`config.mk`:
```
export PLATFORM = sky130hd
export DESIGN_NAME = spi_reader
export DESIGN_NICKNAME = d
export VERILOG_FILES = /design/src/rtl/spi_reader_pkg.sv /design/src/rtl/spi_reader_sync_ff.sv /design/src/rtl/spi_reader.sv
export SDC_FILE = /design/constraint.sdc
export NUM_CORES = 1
export LEC_CHECK = 0
export CORE_UTILIZATION = 40
export CTS_CLUSTER_DIAMETER = 40
export DETAILED_ROUTE_END_ITERATION = 12
export PLACE_DENSITY = 0.68
export SYNTH_ARGS = -nofsm -noshare
export SYNTH_HDL_FRONTEND = slang
export SYNTH_SLANG_ARGS = --single-unit
export TNS_END_PERCENT = 20
```
`constraint.sdc`:
```
create_clock -name clk -period 1.1 [get_ports clk]
set_clock_uncertainty 0.1 [all_clocks]
set_input_delay 0.165 -clock clk [delete_from_list [all_inputs] [get_ports clk]]
set_output_delay 0.165 -clock clk [all_outputs]
set_load 0.02 [all_outputs]
```
`src/rtl/spi_reader_pkg.sv`:
```
// Shared defaults and sizing helpers for the spi_reader receive-only SPI slave.
package spi_reader_pkg;

    localparam int unsigned DEFAULT_DATA_WIDTH  = 8;
    localparam int unsigned DEFAULT_SYNC_STAGES = 2;

    // Bit-counter width; a one-bit word still needs a one-bit counter.
    function automatic int unsigned cnt_width(input int unsigned width);
        return (width > 1) ? $clog2(width) : 1;
    endfunction

endpackage

```
`src/rtl/spi_reader_sync_ff.sv`:
```
// Single-bit multi-stage synchroniser used for the asynchronous SPI pins.
module sync_ff #(
    parameter int unsigned STAGES = 2
) (
    input  logic clk,
    input  logic rst,
    input  logic d,
    output logic q
);

    logic [STAGES-1:0] sync_q;
    logic [STAGES-1:0] sync_d;

    always_comb begin
        sync_d = STAGES'({sync_q, d});
    end

    always_ff @(posedge clk) begin
        if (rst) begin
            sync_q <= '0;
        end else begin
            sync_q <= sync_d;
        end
    end

    assign q = sync_q[STAGES-1];

endmodule

```
`src/rtl/spi_reader.sv`:
```
// Receive-only mode-0 SPI slave sampled in the clk domain; presents each word with a one-cycle strobe.
// Define SPI_TIMEOUT_EN to discard partial words after TIMEOUT_CYCLES idle clk cycles.
module spi_reader
    import spi_reader_pkg::*;
#(
    parameter int unsigned DATA_WIDTH     = DEFAULT_DATA_WIDTH,
    parameter int unsigned SYNC_STAGES    = DEFAULT_SYNC_STAGES,
    parameter int unsigned MSB_FIRST      = 0,
    parameter int unsigned TIMEOUT_CYCLES = 64
) (
    input  logic                  clk,
    input  logic                  rst,
    input  logic                  spi_clk,
    input  logic                  mosi,
    output logic [DATA_WIDTH-1:0] data,
    output logic                  received
);

    localparam int unsigned             CNT_W    = cnt_width(DATA_WIDTH);
    localparam logic [CNT_W-1:0]        LAST_BIT = CNT_W'(DATA_WIDTH - 1);

    if (SYNC_STAGES < 2) begin : g_bad_sync
        $error("spi_reader: SYNC_STAGES must be at least 2");
    end
    if (TIMEOUT_CYCLES == 0) begin : g_bad_timeout
        $error("spi_reader: TIMEOUT_CYCLES must be non-zero");
    end

    logic                  spi_clk_s;
    logic                  mosi_s;
    logic                  spi_clk_prev_q, spi_clk_prev_d;
    logic                  rise_c;
    logic                  timeout_c;
    logic [DATA_WIDTH-1:0] shift_q, shift_d;
    logic [CNT_W-1:0]      bit_cnt_q, bit_cnt_d;
    logic                  done_q, done_d;
    logic [DATA_WIDTH-1:0] data_q, data_d;
    logic                  received_q, received_d;

    sync_ff #(.STAGES(SYNC_STAGES)) u_sync_sclk (
        .clk (clk),
        .rst (rst),
        .d   (spi_clk),
        .q   (spi_clk_s)
    );

    sync_ff #(.STAGES(SYNC_STAGES)) u_sync_mosi (
        .clk (clk),
        .rst (rst),
        .d   (mosi),
        .q   (mosi_s)
    );

    assign rise_c = spi_clk_s & ~spi_clk_prev_q;

`ifdef SPI_TIMEOUT_EN
    localparam int unsigned          IDLE_W   = $clog2(TIMEOUT_CYCLES + 1);
    localparam logic [IDLE_W-1:0]    IDLE_MAX = IDLE_W'(TIMEOUT_CYCLES);

    logic [IDLE_W-1:0] idle_q, idle_d;

    // Saturating count of clk cycles since the last spi_clk rise.
    always_comb begin
        idle_d = idle_q;
        if (rise_c) begin
            idle_d = '0;
        end else if (idle_q != IDLE_MAX) begin
            idle_d = idle_q + IDLE_W'(1);
        end
    end

    assign timeout_c = (idle_q == IDLE_MAX) && (bit_cnt_q != '0) && !rise_c;

    always_ff @(posedge clk) begin
        if (rst) begin
            idle_q <= '0;
        end else begin
            idle_q <= idle_d;
        end
    end
`else
    assign timeout_c = 1'b0;
`endif

    // Shift/count on each rise; completion is flagged one cycle ahead of the output load.
    always_comb begin
        spi_clk_prev_d = spi_clk_s;
        shift_d        = shift_q;
        bit_cnt_d      = bit_cnt_q;
        done_d         = 1'b0;
        if (rise_c) begin
            if (MSB_FIRST != 0) begin
                shift_d = DATA_WIDTH'({shift_q, mosi_s});
            end else begin
                shift_d = DATA_WIDTH'({mosi_s, shift_q} >> 1);
            end
            if (bit_cnt_q == LAST_BIT) begin
                bit_cnt_d = '0;
                done_d    = 1'b1;
            end else begin
                bit_cnt_d = bit_cnt_q + CNT_W'(1);
            end
        end else if (timeout_c) begin
            shift_d   = '0;
            bit_cnt_d = '0;
        end
    end

    always_comb begin
        data_d     = done_q ? shift_q : data_q;
        received_d = done_q;
    end

    always_ff @(posedge clk) begin
        if (rst) begin
            spi_clk_prev_q <= 1'b0;
            shift_q        <= '0;
            bit_cnt_q      <= '0;
            done_q         <= 1'b0;
            data_q         <= '0;
            received_q     <= 1'b0;
        end else begin
            spi_clk_prev_q <= spi_clk_prev_d;
            shift_q        <= shift_d;
            bit_cnt_q      <= bit_cnt_d;
            done_q         <= done_d;
            data_q         <= data_d;
            received_q     <= received_d;
        end
    end

    assign data     = data_q;
    assign received = received_q;

endmodule

```
==> metrics.md, run 1 <==
| Metric | Value |
|---|---|
| Syn Inst Count | `91` |
| Min-Delay Path Class | `primary input to register` |
| Share of the synthesized area in the top cell type | `58.8%` |
| Routed wl met3 | `between 60 and 70 µm` |
| Area share of fa/ha/maj cells after synthesis | `under 10%` |
| CTS tree | `built` |
| Syn_nets | `97` |
| Synth Area in Compound Gates | `5.66%` |
| Post-synthesis cell type count | `12` |
| FF-to-FF setup slack | `-0.0001 ns` |
| Synth warnings | `0` |
| Final slew viol count | `0` |
| Area contributors post-synth | `dfxtp_1 59%, mux2i_1 10%, nand2_1 8.5%` |
| Worst Setup Start Kind | `register` |
| Placed Cells | `between 100 and 150` |
| Failing checks | `setup timing` |
| Synth async-reset ratio | `0%` |
| Std cell rows | `16` |
| Net Sw Frac | `20.3%` |
| Global-route wire length before repair | `2420 µm` |
| Die Y | `between 40 and 50 µm` |
| CTS root buf | `clkbuf_4` |
| Most frequent cells after synthesis | `26 x dfxtp_1, 20 x nand2_1, 10 x a21oi_1, 10 x nor2_1, 9 x mux2i_1` |
| Remaining DRCs | `0` |
| Yosys top cell by area | `dfxtp_1` |
| Slew HR | `84.9%` |
| Required time worst endpoint | `~1.3 ns` |
| Crit share post-route | `100%` |
| Vias in the first global route | `approximately 580` |
| Post-Syn Area | `885 µm²` |
| Met2 WL | `678 µm` |
| CTS HTree Levels | `1` |
| Top FF cell, synth | `dfxtp_1` |
| Detail Placement HPWL | `956 µm` |
| RSZ-0062 raised after global routing | `true` |
| Final hold vios | `0` |
| Worst Path Max Fanout | `3` |
| WL per Instance | `10.4 µm` |
| Part of the power in the clock network | `26.8%` |
| Initial core utilization | `43.7%` |
| Sw power | `0.284 mW` |
| Mux cell area share after synthesis | `10.2%` |
| Combinational power share | `4.6%` |
| Die area | `roughly 2400 µm²` |
| Critical Path AT | `1.25 ns` |
| Pwr dens | `1230 nW/µm²` |
| CP Capture Type | `register` |
| Most common cell in the synthesized netlist | `dfxtp_1` |
| CTS Sinks | `26` |
| Fmax achieved | `909 MHz` |
| Drt total wl | `1410 µm` |
| Simple-Gate Fraction of Synth Area | `19.4%` |
| Port Buffers | `12` |
| Post-synth EDFFs | `0` |
| Outcome | `finished, violations left` |
| Lkg Pwr | `about 0.42 nW` |
| Total grt overflow | `0` |
| Worst VDD drop | `0.873 mV` |
| Max Used Layer | `met4` |
| Main combinational cell family by area after synthesis | `simple AND/OR/NAND/NOR gates` |
| Max Cap Violations | `0` |
| Io pins | `13` |
| Area grow syn2layout | `28.0%` |
| Clock Latency Late Sink | `0.30 ns` |
| Tightest Pin Transition | `0.226 ns` |
| Non-filler cells, final | `136` |
| Initial antenna violation count | `0` |
| Hold bufs inserted after CTS | `0` |
| Wire length on met1 | `between 600 and 700 µm` |
| Vias post-DR | `642` |
| CTS Buf Count | `3` |
| Largest net degree at the start of global routing | `14` |
| Ant. Diodes | `0` |
| Final setup fails | `1` |
| CTS clk-pin slew, worst paths | `roughly 0.12 ns` |
| All-layer global routing usage | `a little over an eighth` |
| Min cycle time layout | `1.10 ns` |
| Critical path class | `register to register` |
| Seq cells post-synth | `26` |
| XOR/XNOR share of the synthesized area | `0%` |
| Die width | `49.0 µm` |
| Starting DRT DRC Count | `4` |
| Final nets | `117` |
| Clk buf depth | `2` |
| CORE AREA | `2020 µm²` |
| Average vias per placed instance | `4.72` |
| Reg power frac | `just under 70%` |
| Number of detailed-route iterations in the first pass | `2` |
| Layout cell share with drive strength beyond 1 | `32.1%` |
| Synthesized area per cell | `9.72 µm²` |
| Routability Congestion | `0.707` |
| Setup WS post-layout | `-0.000102 ns` |
| Seq/Total Area, Yosys | `58.8%` |
| Post-Place Cell Area | `1080 µm²` |
| Cell Int Power | `1.11 mW` |
| DRT antenna net count | `0` |
| Final instance area | `1130 µm²` |
-- metrics by stage --
stage               hold WS (ns)   TNS (ns)  util (%)  total power, mW  setup slack (ns)
finish                     0.306  -0.000102      56.0             1.40         -0.000102
detailed placement         0.327      -1.11      53.6             1.04           -0.0727
floorplan                  0.137          0         -             1.01            0.0385
global placement           0.322     -0.982      53.6             1.04           -0.0671
CTS                        0.298    -0.0337      52.8             1.42           -0.0337
global route               0.289    -0.0558      56.0             1.45           -0.0393
-- placed cells by master (no fill, tap or decap) --
master,instances
dfxtp_2,8
nand2_2,1
dfxtp_4,1
nand2_1,19
a21oi_2,1
nor3b_1,1
clkbuf_4,3
and2b_2,1
nand2b_2,1
mux2i_1,9
a21oi_1,9
clkdlybuf4s50_1,3
nor2b_1,6
nor2_1,10
buf_12,1
dfxtp_1,17
ha_4,2
buf_4,16
-- per-layer routing --
metal  up-vias  track usage, %
met3         2            5.61
met1       296            14.8
met2        13            23.1
met5         -               0
li1        331               -
met4         0            2.94
-- power by group through the flow --
stage / Sequential [mW] / Combinational, mW / Clock [mW]
floorplan: 0.977 / 0.0320 / 0
global placement: 0.977 / 0.0600 / 0
detailed placement: 0.978 / 0.0616 / 0
CTS: 0.957 / 0.0624 / 0.399
global route: 0.959 / 0.0715 / 0.424
finish: 0.957 / 0.0641 / 0.375
-- flip-flops by register name, summed over array words and instances, names as in the netlist --
| signal | cells |
|---|---|
| spi_clk_prev_q | 1 |
| received | 1 |
| done_q | 1 |
| bit_cnt_q | 3 |
| shift_q | 8 |
| u_sync_sclk.sync_q | 2 |
| u_sync_mosi.sync_q | 2 |
| data | 8 |
-- worst paths after layout --
kind / startpoint / end / depth (start not counted)
worst max register to register: bit_cnt_q[0] / bit_cnt_q[2] / 4
worst max-delay path: bit_cnt_q[0] / bit_cnt_q[2] / 4
worst min register to register: u_sync_mosi.sync_q[1] / shift_q[7] / 2
worst min-delay path: mosi / u_sync_mosi.sync_q[0] / 2
-- worst max-delay path, cell delays in order (launching register included) --
cell	delay, ns
dfxtp_4	0.38
ha_4	0.17
ha_4	0.25
nand2_2	0.04
a21oi_2	0.11
-- repair_timing --
action,4_1_cts,5_1_grt
resized for setup,39,24
setup buffers,0,0
setup endpoints to repair,14,21
pin swaps,0,3
-- kinds of logic (layout without fill, tap and decap cells) --
logic type               count (synthesis)  in the layout
buffers and inverters                    5             23
multiplexers                             9              9
AND/OR/NAND/NOR                         39             39
flip-flops                              26             26
AO/OA/AOI/OAI                           10             10
adder cells (fa/ha/maj)                  2              2
-- final cells by class --
| type | instances | area, µm² |
|---|---|---|
| fill | 192 | 890 |
| sequential | 26 | 534 |
| multi-input combinational | 60 | 372 |
| timing repair buffer | 20 | 170 |
| tap | 27 | 33.8 |
| clock buffer | 3 | 22.5 |
Note: power is estimated with default switching activity, not from simulation.
==> inputs of run 2 (changes only) <==
REMOVE_ABC_BUFFERS = 1   (was default)
==> metrics.md, run 2 (same netlist as run 1, synthesis figures left out) <==
| Metric | Value |
|---|---|
| Outcome | `finished clean (was finished, violations left)` |
| Pwr dens | `1300 nW/µm² (was 1230 nW/µm²)` |
| Lkg Pwr | `0.422 nW (was 0.418 nW)` |
| Std cell rows | `16 (unchanged)` |
| CTS Sinks | `26 (unchanged)` |
| Total grt overflow | `0 (unchanged)` |
| CP Capture Type | `register (unchanged)` |
| Post-Place Cell Area | `1080 µm² (about the same)` |
| CORE AREA | `2020 µm² (unchanged)` |
| Combinational power share | `4.3% (was 4.6%)` |
| Routability Congestion | `0.719 (was 0.707)` |
| Final slew viol count | `0 (unchanged)` |
| Final Power | `1.48 mW (was 1.40 mW)` |
| Placed Cells | `131 (was 133)` |
| Die Y | `49.0 µm (unchanged)` |
| Max Used Layer | `met4 (unchanged)` |
| Final hold vios | `0 (unchanged)` |
| DP Worst Slack | `-0.0903 ns (was -0.0727 ns)` |
| Worst Path Max Fanout | `2 (was 3)` |
| Wire length on met1 | `567 µm (was 652 µm)` |
| Number of detailed-route iterations in the first pass | `4 (was 2)` |
| CTS Buf Count | `3 (unchanged)` |
| Crit share post-route | `98.7% (was 100%)` |
| Tightest Pin Transition | `0.218 ns (was 0.226 ns)` |
| DRT antenna net count | `0 (unchanged)` |
| Vias in the first global route | `566 (was 583)` |
| Layout cell share with drive strength beyond 1 | `32.4% (was 32.1%)` |
| Critical Path AT | `1.24 ns (was 1.25 ns)` |
| Slew HR | `85.5% (was 84.9%)` |
| Final core occ | `56.4% (was 56.0%)` |
| Part of the power in the clock network | `30.9% (was 26.8%)` |
| Commonest non-fill, non-tap cells in the layout | `20 x nand2_1, 15 x dfxtp_1, 11 x dfxtp_2, 11 x buf_4, 10 x a21oi_1 (was 19 x nand2_1, 17 x dfxtp_1, 16 x buf_4)` |
| Worst Setup Start Kind | `register (unchanged)` |
| Sw power | `0.290 mW (was 0.284 mW)` |
| Clk buf depth | `2 (unchanged)` |
| Min-Delay Path Class | `primary input to register (unchanged)` |
| Detail Placement HPWL | `919 µm (was 956 µm)` |
| Ant. Diodes | `0 (unchanged)` |
| Max Cap Violations | `0 (unchanged)` |
| Required time worst endpoint | `1.25 ns (about the same)` |
| RSZ-0062 raised after global routing | `true (unchanged)` |
| Final instance area | `1140 µm² (was 1130 µm²)` |
| Remaining DRCs | `0 (unchanged)` |
| Die width | `49.0 µm (unchanged)` |
| WL per Instance | `10.2 µm (was 10.4 µm)` |
| Non-filler cells, final | `135 (was 136)` |
| Average vias per placed instance | `4.65 (was 4.72)` |
| Global-route wire length before repair | `2310 µm (was 2420 µm)` |
| Final setup fails | `0 (was 1)` |
| Vias post-DR | `628 (was 642)` |
| Final nets | `115 (was 117)` |
| Largest net degree at the start of global routing | `27 (was 14)` |
| CTS tree | `built (unchanged)` |
| Routed wl met3 | `60 µm (was 69 µm)` |
| Initial core utilization | `43.7% (unchanged)` |
| Area grow syn2layout | `29.0% (was 28.0%)` |
| CTS HTree Levels | `1 (unchanged)` |
| Starting DRT DRC Count | `10 (was 4)` |
| Port Buffers | `12 (unchanged)` |
| Setup WS post-layout | `0.0146 ns (was -0.000102 ns)` |
| Net Sw Frac | `19.6% (was 20.3%)` |
| Fmax achieved | `921 MHz (was 909 MHz)` |
| Drt total wl | `1380 µm (was 1410 µm)` |
| CTS clk-pin slew, worst paths | `0.13 ns (was 0.12 ns)` |
| Critical path class | `register to register (unchanged)` |
| Initial antenna violation count | `0 (unchanged)` |
| Worst VDD drop | `0.841 mV (was 0.873 mV)` |
| Reg power frac | `64.8% (was 68.6%)` |
| Cell Int Power | `1.19 mW (was 1.11 mW)` |
| Io pins | `13 (unchanged)` |
| Met2 WL | `712 µm (was 678 µm)` |
| Post-CTS Setup Bufs | `0 (unchanged)` |
| Min cycle time layout | `1.09 ns (was 1.10 ns)` |
| All-layer global routing usage | `12.2% (was 13.2%)` |
| Die area | `2400 µm² (unchanged)` |
| Clock Latency Late Sink | `0.31 ns (was 0.30 ns)` |
| CTS root buf | `clkbuf_4 (unchanged)` |
| Most common cell after layout, fill and taps aside | `nand2_1 (unchanged)` |
run 2: final cells by class:
class,instances,area [µm²]
well taps,27,33.8
flip-flops and latches,26,534
fillers,182,881
repair buffers,18,169
multi-input cells,60,368
clock buffers,4,36.3
run 2: metal layers:
layer	vias up	global-route usage, %
met1	283	14.2
met3	4	1.87
li1	326	-
met5	-	0
met4	0	4.41
met2	15	22.5
run 2: worst max-delay path, cell delays in order (launching register included):
cell,delay [ns]
dfxtp_2,0.36
ha_4,0.16
ha_4,0.16
nor2_2,0.09
mux2i_1,0.07
nor2_1,0.10
run 2: path summary, 6_finish.rpt:
check | from | endpoint | slack (ns) | cells past startpoint
setup reg to reg | bit_cnt_q[0] | bit_cnt_q[0] | 0.01 | 5
hold reg to reg | u_sync_sclk.sync_q[0] | u_sync_sclk.sync_q[1] | 0.35 | 1
setup / recovery | bit_cnt_q[0] | bit_cnt_q[0] | 0.01 | 5
hold / removal | spi_clk | u_sync_sclk.sync_q[0] | 0.30 | 2
run 2: what timing repair did:
item                       CTS  global route
resized for setup           39            24
hold buffers                 0             0
setup endpoints to repair   13            18
pin swaps                    0             2
run 2: power groups by stage:
stage	Clock [mW]	Combinational [mW]	Sequential, mW
floorplan	0	0.0190	0.977
detailed placement	0	0.0626	0.977
finish	0.457	0.0636	0.958
CTS	0.474	0.0634	0.957
global route	0.516	0.0712	0.961
global placement	0	0.0617	0.977
run 2: stage by stage:
stage	hold slack (ns)	TNS (ns)
after floorplan	0.134	0
final	0.299	0
after global placement	0.318	-0.998
after detailed placement	0.331	-1.13
after CTS	0.291	-0.0720
after global routing	0.302	-0.198
